### config.mk
export PLATFORM = sky130hd
export DESIGN_NAME = mac_vector_driver
export DESIGN_NICKNAME = d
export VERILOG_FILES = /design/src/rtl/mac_vector_driver_pkg.sv /design/src/rtl/mac_vector_driver.sv
export SDC_FILE = /design/constraint.sdc
export NUM_CORES = 1
export LEC_CHECK = 0
export BUFFER_PORTS_ARGS = -buffer_cell sky130_fd_sc_hd__buf_2
export CORE_UTILIZATION = 48
export CTS_BUF_LIST = sky130_fd_sc_hd__clkbuf_8
export CTS_CLUSTER_DIAMETER = 100
export DETAILED_ROUTE_END_ITERATION = 12
export PLACE_DENSITY = 0.81
export SYNTH_ARGS = -nofsm -noshare
export SYNTH_HDL_FRONTEND = slang
export SYNTH_SLANG_ARGS = --single-unit
export TNS_END_PERCENT = 1
### constraint.sdc
create_clock -name clk -period 1.7 [get_ports clk]
set_input_delay 0.34 -clock clk [delete_from_list [all_inputs] [get_ports clk]]
set_output_delay 0.34 -clock clk [all_outputs]
set_load 0.02 [all_outputs]
### src/rtl/mac_vector_driver_pkg.sv
// Shared definitions for the MAC operand driver: FSM state encoding and
// the operand/accumulator widths of the attached 8-bit accumulating MAC.
package mac_vector_driver_pkg;

    typedef enum logic [2:0] {
        ST_IDLE   = 3'd0,
        ST_CLEAR  = 3'd1,
        ST_STREAM = 3'd2,
        ST_DRAIN  = 3'd3,
        ST_DONE   = 3'd4
    } state_t;

    localparam int OP_W  = 8;
    localparam int ACC_W = 16;

endpackage

### src/rtl/mac_vector_driver.sv
// Operand-side driver for an accumulating MAC: clears it at vector start, feeds
// one operand pair per cycle, drains the MAC pipeline and presents the dot product.
module mac_vector_driver
    import mac_vector_driver_pkg::*;
#(
    parameter int MAC_LAT = 1,
    parameter int MAX_LEN = 255,
    parameter int CNT_W   = 8
) (
    input  logic                    clk,
    input  logic                    rst,
    input  logic                    s_valid,
    output logic                    s_ready,
    input  logic        [OP_W-1:0]  s_a,
    input  logic        [OP_W-1:0]  s_b,
    input  logic                    s_cin,
    input  logic                    s_last,
    output logic                    mac_rst,
    output logic        [OP_W-1:0]  mac_a,
    output logic        [OP_W-1:0]  mac_b,
    output logic                    mac_cin,
    input  logic        [ACC_W-1:0] mac_out,
    input  logic                    mac_cout,
    output logic                    m_valid,
    input  logic                    m_ready,
    output logic        [ACC_W-1:0] m_sum,
    output logic                    m_ovf,
    output logic        [CNT_W-1:0] m_count,
    output logic                    m_trunc
);

    localparam int DRN_W = $clog2(MAC_LAT + 2);
    localparam logic [DRN_W-1:0] DRN_LOAD = DRN_W'(MAC_LAT + 1);
    localparam logic [CNT_W-1:0] LAST_CNT = CNT_W'(MAX_LEN - 1);

    state_t             state, state_d;
    logic               accept;
    logic               end_beat;
    logic [CNT_W-1:0]   cnt;
    logic [DRN_W-1:0]   drn;
    logic [OP_W-1:0]    a_p0, b_p0;
    logic               cin_p0;
    logic [ACC_W-1:0]   sum_p1;
    logic               ovf;
    logic               trunc;
    logic               mac_rst_q;

    function automatic logic is_end_beat(input logic last, input logic [CNT_W-1:0] count);
        return last || (count == LAST_CNT);
    endfunction

    assign accept   = s_valid && s_ready;
    assign end_beat = is_end_beat(s_last, cnt);

    always_comb begin
        state_d = state;
        s_ready = 1'b0;
        m_valid = 1'b0;
        case (state)
            ST_IDLE:   if (s_valid) state_d = ST_CLEAR;
            ST_CLEAR:  state_d = ST_STREAM;
            ST_STREAM: begin
                s_ready = 1'b1;
                if (s_valid && end_beat) state_d = ST_DRAIN;
            end
            ST_DRAIN:  if (drn == '0) state_d = ST_DRAIN == ST_DRAIN ? ST_DONE : ST_DRAIN;
            ST_DONE:   begin
                m_valid = 1'b1;
                if (m_ready) state_d = ST_IDLE;
            end
            default:   state_d = ST_IDLE;
        endcase
    end

    // Stage p0: operand register toward the MAC; bubbles drive zero so idle
    // cycles add nothing to the accumulator. Stage p1: result capture.
    always_ff @(posedge clk) begin
        if (rst) begin
            state     <= ST_IDLE;
            mac_rst_q <= 1'b1;
            cnt       <= '0;
            drn       <= '0;
            a_p0      <= '0;
            b_p0      <= '0;
            cin_p0    <= 1'b0;
            sum_p1    <= '0;
            ovf       <= 1'b0;
            trunc     <= 1'b0;
        end else begin
            state     <= state_d;
            mac_rst_q <= (state_d == ST_CLEAR);
            a_p0      <= '0;
            b_p0      <= '0;
            cin_p0    <= 1'b0;
            case (state)
                ST_CLEAR: begin
                    cnt   <= '0;
                    ovf   <= 1'b0;
                    trunc <= 1'b0;
                end
                ST_STREAM: begin
                    ovf <= ovf | mac_cout;
                    if (accept) begin
                        a_p0   <= s_a;
                        b_p0   <= s_b;
                        cin_p0 <= s_cin;
                        cnt    <= cnt + CNT_W'(1);
                        if (end_beat) begin
                            trunc <= !s_last;
                            drn   <= DRN_LOAD;
                        end
                    end
                end
                ST_DRAIN: begin
                    ovf <= ovf | mac_cout;
                    if (drn == '0) sum_p1 <= mac_out;
                    else           drn    <= drn - DRN_W'(1);
                end
                default: ;
            endcase
        end
    end

    assign mac_rst = mac_rst_q;
    assign mac_a   = a_p0;
    assign mac_b   = b_p0;
    assign mac_cin = cin_p0;
    assign m_sum   = sum_p1;
    assign m_ovf   = ovf;
    assign m_count = cnt;
    assign m_trunc = trunc;

endmodule

==> summary.md, run 1 <==
Timing
- **Final Critical Period** 1.61 ns
- **Final Max Tran Viols** 0
- **hold_ws** 0.236 ns
- **final-layout setup total negative slack** 0 ns
- **RSZ-0062 raised after global routing** false
- **number of setup violations in the final report** 0
- **count of endpoints failing hold in the final timing report** 0
- **maximum clock skew at final layout** 0.0103 ns
- **portion of the clock cycle consumed by the worst path in the final layout** 94.7%
- **tightest slew margin relative to the limit** 69.3%
- **actual transition at the worst max-transition pin** 0.460 ns
- **achievable frequency** 621 MHz

Placement
- **Detailed Place HPWL** 2800 um
- **I/O Buffers** 84
- **RePlAce Congestion** 0.758

Synthesis
- **Synthesis Warnings** 0
- **share of the synthesized area in the top cell type** 52.2%
- **share of the yosys chip area belonging to registers** 52.2%
- **top area cells in the synthesized netlist** sky130_fd_sc_hd__dfxtp_1 (52%), sky130_fd_sc_hd__nand2_1 (7.8%), sky130_fd_sc_hd__and2_1 (6.3%)
- **synthesized area per cell** 9.13 sq um
- **post-synthesis register bit count** 49
- **Cells after Synth** 206
- **Mapped Nets** 248
- **Yosys cell types** 37
- **netlist area before placement** 0.00188 sq mm
- **cell taking the most area after synthesis** sky130_fd_sc_hd__dfxtp_1

GRT
- **wire length of the first global-routing pass** 6160 um
- **highest-utilization routing layer at the global route stage** met2
- **global routing met2 resource utilization** 29.6%
- **pin count of the biggest net entering global routing** 28
- **initial antenna violation count** 0
- **met3 routing resource usage after global routing** 5.81%
- **total congestion overflow** 0
- **via count of the first global-routing pass** 1,454
- **Overall Global Routing Usage** 18.9%
- **GR Util met1** 24.1%

Critical path
- **Setup Crit Path Kind** reg -> out
- **origin of the critical flop-to-flop path** state[1]
- **internal reg-to-reg setup slack** 0.13 ns
- **critical path startpoint** state[0]
- **Data required, critical path** 1.36 ns
- **end of the critical path** m_valid
- **element type at the critical path end** output pin
- **CP startpoint kind** register
- **length in cells of the worst reg-to-reg path** 4
- **RR Endpoint** m_trunc
- **CP max FO** 9
- **Worst EP arrival** 1.27 ns

Status
- **outcome** finished clean

Power and ir drop
- **part of the power in combinational logic** 9.0%
- **VDD IR max** 569 uV
- **clock network fraction of design power** 35.0%
- **switching power of the nets** 493 uW
- **sequential share of power** 56.0%
- **switching share of total power** 23.2%
- **total leakage power** 1.13 nW
- **P_int** 1.63 mW
- **power per cell area** 857 mW/mm^2

Routing
- **Vias per Instance** 4.75
- **violation count after the first detailed-route iteration** 64
- **antenna viol nets, final** 0
- **DRC viols** 0
- **WL/cell** 10.9 um
- **via count of the routed design** 1,623
- **total wirelength of the detailed-routed design** 3740 um
- **1st-pass router iterations** 5

Clocking
- **CTS Sinks** 49
- **hold-fix buffer count after cts** 0
- **buffer type at the clock tree root** sky130_fd_sc_hd__clkbuf_8
- **clock insertion delay at the later pin of the skew report** 0.30 ns
- **clk slew on worst S/H paths** 0.09 ns
- **clock tree from TritonCTS** built
- **# H-tree levels** 2
- **CTS max path bufs** 2
- **Num CTS Buffers** 5

Cells and area
- **proportion of layout cells with a drive suffix above 1** 37.8%
- **area occupied by multi-input gates** 833 sq um
- **diodes inserted** 0
- **final core utilization** 66.7%
- **Fillers** 333
- **final layout net count** 335
- **area of all sequential standard cells** 983 sq um
- **area added between synthesis and finish** 31.9%

Hold path
- **worst min path class** in -> reg

Floorplanning
- **I/O pin count** 85
- **Std-Cell Core Area** 0.00372 sq mm
- **overall die area** 0.00417 sq mm
- **Die Span Y** 64.6 um
- **width of the die** 64.6 um
- **initial core utilization** 50.6%
- **standard-cell row count** 22

Run
- **max-cap check violation count** 0

## metrics by stage
| stage | worst slack (ns) | power, mW | instances | area, sq um |
|---|---|---|---|---|
| 2_1_floorplan | 0.214 | 1.33 | 206 | 1880 |
| 3_3_place_gp | 0.0706 | 1.40 | 334 | 2360 |
| 3_5_place_dp | -0.0645 | 1.41 | 334 | 2360 |
| 4_1_cts | 0.0241 | 2.15 | 342 | 2470 |
| 5_1_grt | 0.0225 | 2.21 | 342 | 2480 |
| 6_report | 0.0901 | 2.13 | 342 | 2480 |
## power by group through the flow
stage | clock, mW | combinational [mW] | sequential (mW)
after detailed placement | 0 | 0.190 | 1.22
after floorplan | 0 | 0.0942 | 1.23
after global routing | 0.804 | 0.211 | 1.20
after global placement | 0 | 0.187 | 1.22
after CTS | 0.771 | 0.192 | 1.19
final | 0.743 | 0.192 | 1.19
## critical path: stages (launching register included)
cell	delay, ns
sky130_fd_sc_hd__dfxtp_2	0.36
sky130_fd_sc_hd__buf_4	0.17
sky130_fd_sc_hd__nor2_2	0.13
sky130_fd_sc_hd__and2_1	0.17
sky130_fd_sc_hd__buf_4	0.15
## kinds of logic (layout without fill, tap and decap cells)
logic type      after synthesis  in the layout  share of synthesized area, %
fa+ha+maj                     3              3                          2.00
simple gates                 93             93                          26.0
compound gates               38             38                          13.2
flops                        49             49                          52.2
buf+inv                      17            105                          3.86
xor+xnor                      6              6                          2.79
## timing repair
action / 4_1_cts / 5_1_grt
setup endpoints to repair: 18 / 38
pin swaps: 0 / 0
buffers inserted: 0 / 0
gates resized for setup: 2 / 4
## metal layers
layer | routed length (um) | vias up
met3 | 293 | 4
met5 | 0 | -
met1 | 1790 | 700
met4 | 29 | 0
li1 | - | 852
met2 | 1630 | 67
## cell type report
cell class | instances | area share (%)
Clock inverter | 1 | 0.353
Tap cell | 48 | 2.42
Clock buffer | 7 | 3.88
Sequential cell | 49 | 39.7
Timing Repair Buffer | 91 | 19.2
Multi-Input combinational cell | 140 | 33.6
Inverter | 6 | 0.908
## synth_stat cells (all sizes together)
master   number
inv           6
and3b         1
nor4          2
dfxtp        49
and2         19
nand4         1
clkbuf        5
nor2         12
a211oi        5
buf           6
nand4bb       1
xnor2         6
nand3         1
a2111oi       1
a21boi        1
o21ai         3
ha            3
nor3          1
nor3b         2
o211ai        1
and3          1
nor4b         1
nor2b         2
a21oi        23
o31ai         2
nand2        39
nand2b        5
nand3b        3
or2           2
o41ai         2
## cells in the final DEF, fill, tap and decap left out, drive strengths merged, types with 2 or more instances in the layout
| cell | n |
|---|---|
| nand2 | 39 |
| clkbuf | 7 |
| o41ai | 2 |
| nor4 | 2 |
| dfxtp | 49 |
| nand2b | 5 |
| ha | 3 |
| nor2b | 2 |
| a211oi | 5 |
| or2 | 2 |
| nand3b | 3 |
| inv | 7 |
| o21ai | 3 |
| a21oi | 23 |
| buf | 91 |
| nor3b | 2 |
| and2 | 19 |
| nor2 | 12 |
| xnor2 | 6 |
| o31ai | 2 |
## registers in the layout, summed over array words and instances, names as in the netlist
name     flops
drn          2
m_count      8
m_ovf        1
m_sum       16
m_trunc      1
mac_a        8
mac_b        8
mac_cin      1
mac_rst      1
state        3
## worst min-delay path by stage
stage	to	from	cells past startpoint	slack (ns)
after floorplan	m_trunc	s_last	1	0.43
after global placement	m_sum[6]	m_sum[6]	2	0.44
after detailed placement	m_sum[11]	m_sum[11]	2	0.44
after CTS	mac_a[3]	s_a[3]	2	0.22
after global routing	mac_a[3]	s_a[3]	2	0.22
final	mac_a[1]	s_a[1]	2	0.24
Power figures use the tool's default switching activity.
==> run 2: changes to the inputs <==
--- a/config.mk
+++ b/config.mk
@@ -10,6 +10,7 @@
 export CTS_BUF_LIST = sky130_fd_sc_hd__clkbuf_8
 export CTS_CLUSTER_DIAMETER = 100
 export DETAILED_ROUTE_END_ITERATION = 12
+export MAX_ROUTING_LAYER = met4
 export PLACE_DENSITY = 0.81
 export SYNTH_ARGS = -nofsm -noshare
 export SYNTH_HDL_FRONTEND = slang
==> summary.md, run 2 (same netlist as run 1, synthesis figures left out) <==
Status
- **outcome** finished clean, unchanged

Floorplanning
- **Std-Cell Core Area** 0.00372 sq mm, unchanged
- **initial core utilization** 50.6%, unchanged
- **I/O pin count** 85, unchanged
- **Die Span Y** 64.6 um, unchanged
- **overall die area** 0.00417 sq mm, unchanged
- **width of the die** 64.6 um, unchanged
- **standard-cell row count** 22, unchanged

Timing
- **tightest slew margin relative to the limit** 69.4%, was 69.3%
- **actual transition at the worst max-transition pin** 0.459 ns, was 0.460 ns
- **number of setup violations in the final report** 0, unchanged
- **count of endpoints failing hold in the final timing report** 0, unchanged
- **Final Critical Period** 1.61 ns, about the same
- **maximum clock skew at final layout** 0.00998 ns, was 0.0103 ns
- **Final Max Tran Viols** 0, unchanged
- **Final WS setup** 0.0876 ns, was 0.0901 ns
- **achievable frequency** 620 MHz, was 621 MHz
- **hold_ws** 0.236 ns, about the same
- **portion of the clock cycle consumed by the worst path in the final layout** 94.8%, was 94.7%
- **RSZ-0062 raised after global routing** false, unchanged

Clocking
- **clock tree from TritonCTS** built, unchanged
- **buffer type at the clock tree root** sky130_fd_sc_hd__clkbuf_8, unchanged
- **clk slew on worst S/H paths** 0.08 ns, was 0.09 ns
- **CTS max path bufs** 2, unchanged
- **Num CTS Buffers** 5, unchanged
- **CTS Sinks** 49, unchanged
- **hold-fix buffer count after cts** 0, unchanged
- **clock insertion delay at the later pin of the skew report** 0.30 ns, about the same
- **# H-tree levels** 2, unchanged

Power and ir drop
- **switching share of total power** 23.1%, was 23.2%
- **part of the power in combinational logic** 9.1%, was 9.0%
- **switching power of the nets** 492 uW, was 493 uW
- **clock network fraction of design power** 34.9%, was 35.0%
- **P_int** 1.63 mW, about the same
- **VDD IR max** 566 uV, was 569 uV
- **total leakage power** 1.13 nW, unchanged
- **sequential share of power** 56.0%, about the same
- **power per cell area** 857 mW/mm^2, about the same
- **Overall Power** 2.12 mW, was 2.13 mW

GRT
- **total congestion overflow** 0, unchanged
- **wire length of the first global-routing pass** 6160 um, unchanged
- **pin count of the biggest net entering global routing** 28, unchanged
- **via count of the first global-routing pass** 1,451, was 1,454
- **Overall Global Routing Usage** 19.4%, was 18.9%
- **initial antenna violation count** 0, unchanged

Routing
- **Vias per Instance** 4.75, about the same
- **total wirelength of the detailed-routed design** 3820 um, was 3740 um
- **1st-pass router iterations** 6, was 5
- **antenna viol nets, final** 0, unchanged
- **DRC viols** 0, unchanged
- **violation count after the first detailed-route iteration** 78, was 64
- **WL/cell** 11.2 um, was 10.9 um
- **via count of the routed design** 1,626, was 1,623

Critical path
- **RR Endpoint** m_trunc, unchanged
- **crit path max-delay cell type** sky130_fd_sc_hd__dfxtp_2, unchanged
- **most prevalent standard cell on the critical path** sky130_fd_sc_hd__buf_4, unchanged
- **origin of the critical flop-to-flop path** state[1], unchanged
- **CP startpoint kind** register, unchanged
- **CP top delay family** flip-flops, unchanged
- **element type at the critical path end** output pin, unchanged
- **slowest stage delay, CP** 0.36 ns, about the same
- **internal reg-to-reg setup slack** 0.12 ns, was 0.13 ns
- **chain of cells forming the critical path** buf_4 > nor2_2 > and2_1 > buf_4, unchanged
- **buffers and inverters on the worst path** 2, unchanged
- **Setup Crit Path Kind** reg -> out, unchanged
- **Worst EP arrival** 1.27 ns, about the same
- **Data required, critical path** 1.36 ns, about the same
- **critical path startpoint** state[0], unchanged
- **CP max FO** 9, unchanged
- **length in cells of the worst reg-to-reg path** 4, unchanged

Placement
- **I/O Buffers** 84, unchanged
- **worst setup slack before clock tree synthesis** -0.0645 ns, unchanged
- **number of placed instances, taps included** 334, unchanged
- **Detailed Place HPWL** 2800 um, unchanged
- **RePlAce Congestion** 0.768, was 0.758

Run
- **max-cap check violation count** 0, unchanged

Cells and area
- **area added between synthesis and finish** 31.9%, unchanged
- **most common cell after layout, fill and taps aside** sky130_fd_sc_hd__buf_2, unchanged
- **diodes inserted** 0, unchanged
- **final layout net count** 335, unchanged
- **proportion of layout cells with a drive suffix above 1** 37.8%, unchanged
- **Post-Layout Cell Count** 342, unchanged
- **flip-flop count of the largest register, all copies and words added** 16, unchanged
- **most frequent cells in the layout** sky130_fd_sc_hd__buf_2 (83), sky130_fd_sc_hd__dfxtp_1 (47), sky130_fd_sc_hd__nand2_1 (39), sky130_fd_sc_hd__a21oi_1 (23), sky130_fd_sc_hd__and2_1 (18), unchanged

Hold path
- **endpoint of the worst hold path** mac_a[1], unchanged
- **instance count along the most critical hold path** 2, unchanged
- **hold path startpoint** s_a[1], unchanged
- **worst min path class** in -> reg, unchanged

## run 2: worst register-to-register path, stage by stage, from the launching register on
cell                        delay, ns
sky130_fd_sc_hd__dfxtp_2         0.45
sky130_fd_sc_hd__nand4bb_1       0.26
sky130_fd_sc_hd__nor4_4          0.47
sky130_fd_sc_hd__nor2_1          0.11
sky130_fd_sc_hd__a211oi_2        0.20
## run 2: layer usage
layer	GRT usage, %	routed length, um	up-vias
met3	4.75	263	8
met2	29.7	1660	69
met4	7.50	68	0
met1	24.6	1820	700
met5	-	0	-
li1	-	-	849
## run 2: through the flow
stage | instance area, sq um | utilization (%) | TNS (ns)
6_report | 2480 | 66.7 | 0
5_1_grt | 2480 | 66.7 | 0
4_1_cts | 2470 | 66.5 | 0
3_5_place_dp | 2360 | 63.6 | -0.826
3_3_place_gp | 2360 | 63.6 | 0
2_1_floorplan | 1880 | - | 0
## run 2: timing repair
action | CTS | global route
buffers inserted | 0 | 0
resized for setup | 2 | 4
endpoints found under the setup margin | 18 | 38
hold endpoints to repair | 0 | 0
gates cloned | 0 | 0
## run 2: layout make-up
class / instances / area (sq um)
clock inverters: 1 / 8.76
fillers: 333 / 1240
multi-input cells: 140 / 833
flip-flops and latches: 49 / 983
inverters: 6 / 22.5
clock buffers: 7 / 96.3
repair buffers: 91 / 475
well taps: 48 / 60.1
## run 2: worst max path at each step
stage | cells past startpoint | to
after detailed placement | 3 | mac_b[4]
after floorplan | 4 | m_trunc
after CTS | 4 | m_trunc
after global placement | 3 | mac_a[5]
final | 4 | m_valid
after global routing | 4 | m_valid
## run 2: power groups by stage
| stage | Combinational (mW) | Clock, mW | Sequential, mW |
|---|---|---|---|
| finish | 0.192 | 0.741 | 1.19 |
| global route | 0.211 | 0.804 | 1.20 |
| CTS | 0.192 | 0.771 | 1.19 |
| detailed placement | 0.190 | 0 | 1.22 |
| global placement | 0.187 | 0 | 1.22 |
| floorplan | 0.0942 | 0 | 1.23 |
==> run 3: changes to the inputs <==
--- a/config.mk
+++ b/config.mk
@@ -5,6 +5,7 @@
 export SDC_FILE = /design/constraint.sdc
 export NUM_CORES = 1
 export LEC_CHECK = 0
+export ABC_AREA = 1
 export BUFFER_PORTS_ARGS = -buffer_cell sky130_fd_sc_hd__buf_2
 export CORE_UTILIZATION = 48
 export CTS_BUF_LIST = sky130_fd_sc_hd__clkbuf_8
==> summary.md, run 3 <==
Status
- **outcome** finished clean, unchanged

Power and ir drop
- **power per cell area** 854 mW/mm^2, was 857 mW/mm^2
- **total leakage power** 1.28 nW, was 1.13 nW
- **Overall Power** 2.07 mW, was 2.12 mW
- **VDD IR max** 699 uV, was 566 uV

Placement
- **placed cell areas** 0.00233 sq mm, was 0.00236 sq mm
- **worst setup slack before clock tree synthesis** 0.302 ns, was -0.0645 ns
- **number of placed instances, taps included** 374, was 334
- **I/O Buffers** 84, unchanged
- **RePlAce Congestion** 0.908, was 0.768
- **Detailed Place HPWL** 2870 um, was 2800 um

Cells and area
- **diodes inserted** 0, unchanged
- **proportion of layout cells with a drive suffix above 1** 30.6%, was 37.8%
- **Post-Layout Cell Count** 381, was 342
- **Fillers** 336, was 333
- **most frequent cells in the layout** sky130_fd_sc_hd__buf_2 (83), sky130_fd_sc_hd__nand2_1 (51), sky130_fd_sc_hd__dfxtp_1 (48), sky130_fd_sc_hd__inv_1 (35), sky130_fd_sc_hd__nor2_1 (32), was sky130_fd_sc_hd__buf_2 (83), sky130_fd_sc_hd__dfxtp_1 (47), sky130_fd_sc_hd__nand2_1 (39), sky130_fd_sc_hd__a21oi_1 (23), sky130_fd_sc_hd__and2_1 (18)
- **most common cell after layout, fill and taps aside** sky130_fd_sc_hd__buf_2, unchanged
- **area added between synthesis and finish** 29.0%, was 31.9%
- **final core utilization** 65.2%, was 66.7%
- **final layout net count** 375, was 335
- **final standard cell area without fillers** 0.00242 sq mm, was 0.00248 sq mm
- **flip-flop count of the largest register, all copies and words added** 16, unchanged

Synthesis
- **Synthesis Warnings** 0, unchanged
- **cell taking the most area after synthesis** sky130_fd_sc_hd__dfxtp_1, unchanged
- **count leader, synth** sky130_fd_sc_hd__nand2_1, was sky130_fd_sc_hd__dfxtp_1
- **post-synthesis register bit count** 49, unchanged
- **Post-synth EDFFs** 0, unchanged
- **netlist area before placement** 0.00188 sq mm, about the same
- **proportion of register bits with asynchronous set or reset after synthesis** 0%, unchanged
- **top cell types by occurrence after synthesis** sky130_fd_sc_hd__nand2_1 (52), sky130_fd_sc_hd__dfxtp_1 (49), sky130_fd_sc_hd__inv_1 (35), was sky130_fd_sc_hd__dfxtp_1 (49), sky130_fd_sc_hd__nand2_1 (39), sky130_fd_sc_hd__a21oi_1 (23)
- **Main synth FF type** sky130_fd_sc_hd__dfxtp_1, unchanged
- **top area cells in the synthesized netlist** sky130_fd_sc_hd__dfxtp_1 (52%), sky130_fd_sc_hd__nand2_1 (10%), sky130_fd_sc_hd__inv_1 (7.0%), was sky130_fd_sc_hd__dfxtp_1 (52%), sky130_fd_sc_hd__nand2_1 (7.8%), sky130_fd_sc_hd__and2_1 (6.3%)
- **Yosys cell types** 22, was 37
- **Cells after Synth** 247, was 206
- **share of the synthesized area in the top cell type** 52.2%, about the same
- **share of the yosys chip area belonging to registers** 52.2%, about the same
- **Mapped Nets** 289, was 248
- **synthesized area per cell** 7.61 sq um, was 9.13 sq um

Floorplanning
- **initial core utilization** 50.6%, about the same
- **I/O pin count** 85, unchanged
- **standard-cell row count** 22, unchanged
- **overall die area** 0.00417 sq mm, about the same
- **Std-Cell Core Area** 0.00372 sq mm, unchanged
- **width of the die** 64.6 um, about the same
- **Die Span Y** 64.6 um, about the same

Routing
- **1st-pass router iterations** 4, was 6
- **violation count after the first detailed-route iteration** 67, was 78
- **WL/cell** 9.96 um, was 11.2 um
- **total wirelength of the detailed-routed design** 3790 um, was 3820 um
- **DRC viols** 0, unchanged
- **via count of the routed design** 1,781, was 1,626
- **Vias per Instance** 4.67, was 4.75
- **antenna viol nets, final** 0, unchanged

Timing
- **Final Max Tran Viols** 0, unchanged
- **achievable frequency** 633 MHz, was 620 MHz
- **tightest slew margin relative to the limit** 78.4%, was 69.4%
- **hold_ws** 0.253 ns, was 0.236 ns
- **final-layout setup total negative slack** 0 ns, unchanged
- **RSZ-0062 raised after global routing** false, unchanged
- **actual transition at the worst max-transition pin** 0.323 ns, was 0.459 ns
- **Final WS setup** 0.120 ns, was 0.0876 ns
- **count of endpoints failing hold in the final timing report** 0, unchanged
- **maximum clock skew at final layout** 0.00532 ns, was 0.00998 ns
- **number of setup violations in the final report** 0, unchanged
- **portion of the clock cycle consumed by the worst path in the final layout** 92.9%, was 94.8%
- **Final Critical Period** 1.58 ns, was 1.61 ns

Clocking
- **clk slew on worst S/H paths** 0.08 ns, about the same
- **clock tree from TritonCTS** built, unchanged
- **# H-tree levels** 2, unchanged
- **CTS Sinks** 49, unchanged
- **buffer type at the clock tree root** sky130_fd_sc_hd__clkbuf_8, unchanged
- **Num CTS Buffers** 5, unchanged
- **clock insertion delay at the later pin of the skew report** 0.29 ns, was 0.30 ns
- **CTS max path bufs** 2, unchanged
- **hold-fix buffer count after cts** 0, unchanged
- **post-CTS repair timing setup buffer count** 0, unchanged

Critical path
- **element type at the critical path end** output pin, unchanged
- **CP startpoint kind** register, unchanged
- **CP max FO** 7, was 9
- **Data required, critical path** 1.36 ns, about the same
- **most prevalent standard cell on the critical path** sky130_fd_sc_hd__inv_2, was sky130_fd_sc_hd__buf_4
- **crit path max-delay cell type** sky130_fd_sc_hd__dfxtp_1, was sky130_fd_sc_hd__dfxtp_2
- **slowest stage delay, CP** 0.31 ns, was 0.36 ns
- **critical path startpoint** state[2], was state[0]
- **Setup Crit Path Kind** reg -> out, unchanged
- **Worst EP arrival** 1.24 ns, was 1.27 ns
- **origin of the critical flop-to-flop path** state[0], was state[1]
- **CP top delay family** buffers and inverters, was flip-flops
- **buffers and inverters on the worst path** 4, was 2
- **chain of cells forming the critical path** inv_2 > nand2_2 > inv_1 > nand2_1 > inv_2 > buf_4, was buf_4 > nor2_2 > and2_1 > buf_4

GRT
- **pin count of the biggest net entering global routing** 24, was 28
- **Overall Global Routing Usage** 19.6%, was 19.4%
- **via count of the first global-routing pass** 1,511, was 1,451
- **wire length of the first global-routing pass** 6300 um, was 6160 um
- **total congestion overflow** 0, unchanged
- **initial antenna violation count** 0, unchanged

Run
- **max-cap check violation count** 0, unchanged

Hold path
- **worst min path class** in -> reg, unchanged
- **hold path startpoint** s_a[6], was s_a[1]

## run 3: changes by cell type after synthesis, moves of 3 or more
| cell | delta |
|---|---|
| sky130_fd_sc_hd__inv_2 | +3 |
| sky130_fd_sc_hd__xnor2_1 | -6 |
| sky130_fd_sc_hd__inv_1 | +29 |
| sky130_fd_sc_hd__nand2_1 | +13 |
| sky130_fd_sc_hd__nand2b_1 | -4 |
| sky130_fd_sc_hd__nand4_1 | +4 |
| sky130_fd_sc_hd__and2_1 | -19 |
| sky130_fd_sc_hd__a211oi_1 | -4 |
| sky130_fd_sc_hd__nor2_1 | +20 |
| sky130_fd_sc_hd__nand3_1 | +20 |
## run 3: report_power, final
part	internal (mW)	switching (mW)
registers	1.18	0.0190
clock network	0.317	0.329
logic	0.0861	0.144
total	1.58	0.492
## run 3: cell type report
cell class	count	area [sq um]	area share (%)
Tap cell	48	60.1	2.48
Clock buffer	6	82.6	3.41
Sequential cell	49	982	40.5
Clock inverter	1	3.75	0.155
Timing Repair Buffer	87	445	18.4
Inverter	38	143	5.89
Multi-Input combinational cell	152	707	29.2
## run 3: cell families after synthesis
family	count (synthesis)	share of synthesized area [%]
compound gates	33	9.19
xor+xnor	1	0.466
fa+ha+maj	3	2.00
buf+inv	46	10.3
flops	49	52.2
simple gates	115	25.8
## run 3: worst reg2reg max path, stage by stage (launching register included)
cell                      delay, ns
sky130_fd_sc_hd__dfxtp_1       0.40
sky130_fd_sc_hd__inv_2         0.09
sky130_fd_sc_hd__nor2_1        0.09
sky130_fd_sc_hd__nand2_1       0.11
sky130_fd_sc_hd__nand2_1       0.29
sky130_fd_sc_hd__nand2_1       0.12
sky130_fd_sc_hd__xor2_1        0.17
sky130_fd_sc_hd__nor2_1        0.07
## run 3: repair_timing
action                                 in CTS  in global routing
endpoints found under the hold margin       0                  0
resized for setup                           1                  3
setup endpoints to repair                   1                  1
cloned                                      0                  0
## run 3: path summary, 6_finish.rpt
check	to	slack, ns	cells after the start
worst min register to register	m_ovf	0.45	2
worst min-delay path	mac_a[6]	0.25	3
worst max-delay path	s_ready	0.12	6
worst max register to register	m_count[2]	0.26	7
## run 3: routing by layer
layer	GRT usage [%]	share of wire, %	vias to the layer above
li1	-	-	942
met1	25.0	49	763
met2	30.1	42	69
met3	4.05	6.6	7
met4	8.61	1.6	0
met5	-	0	-
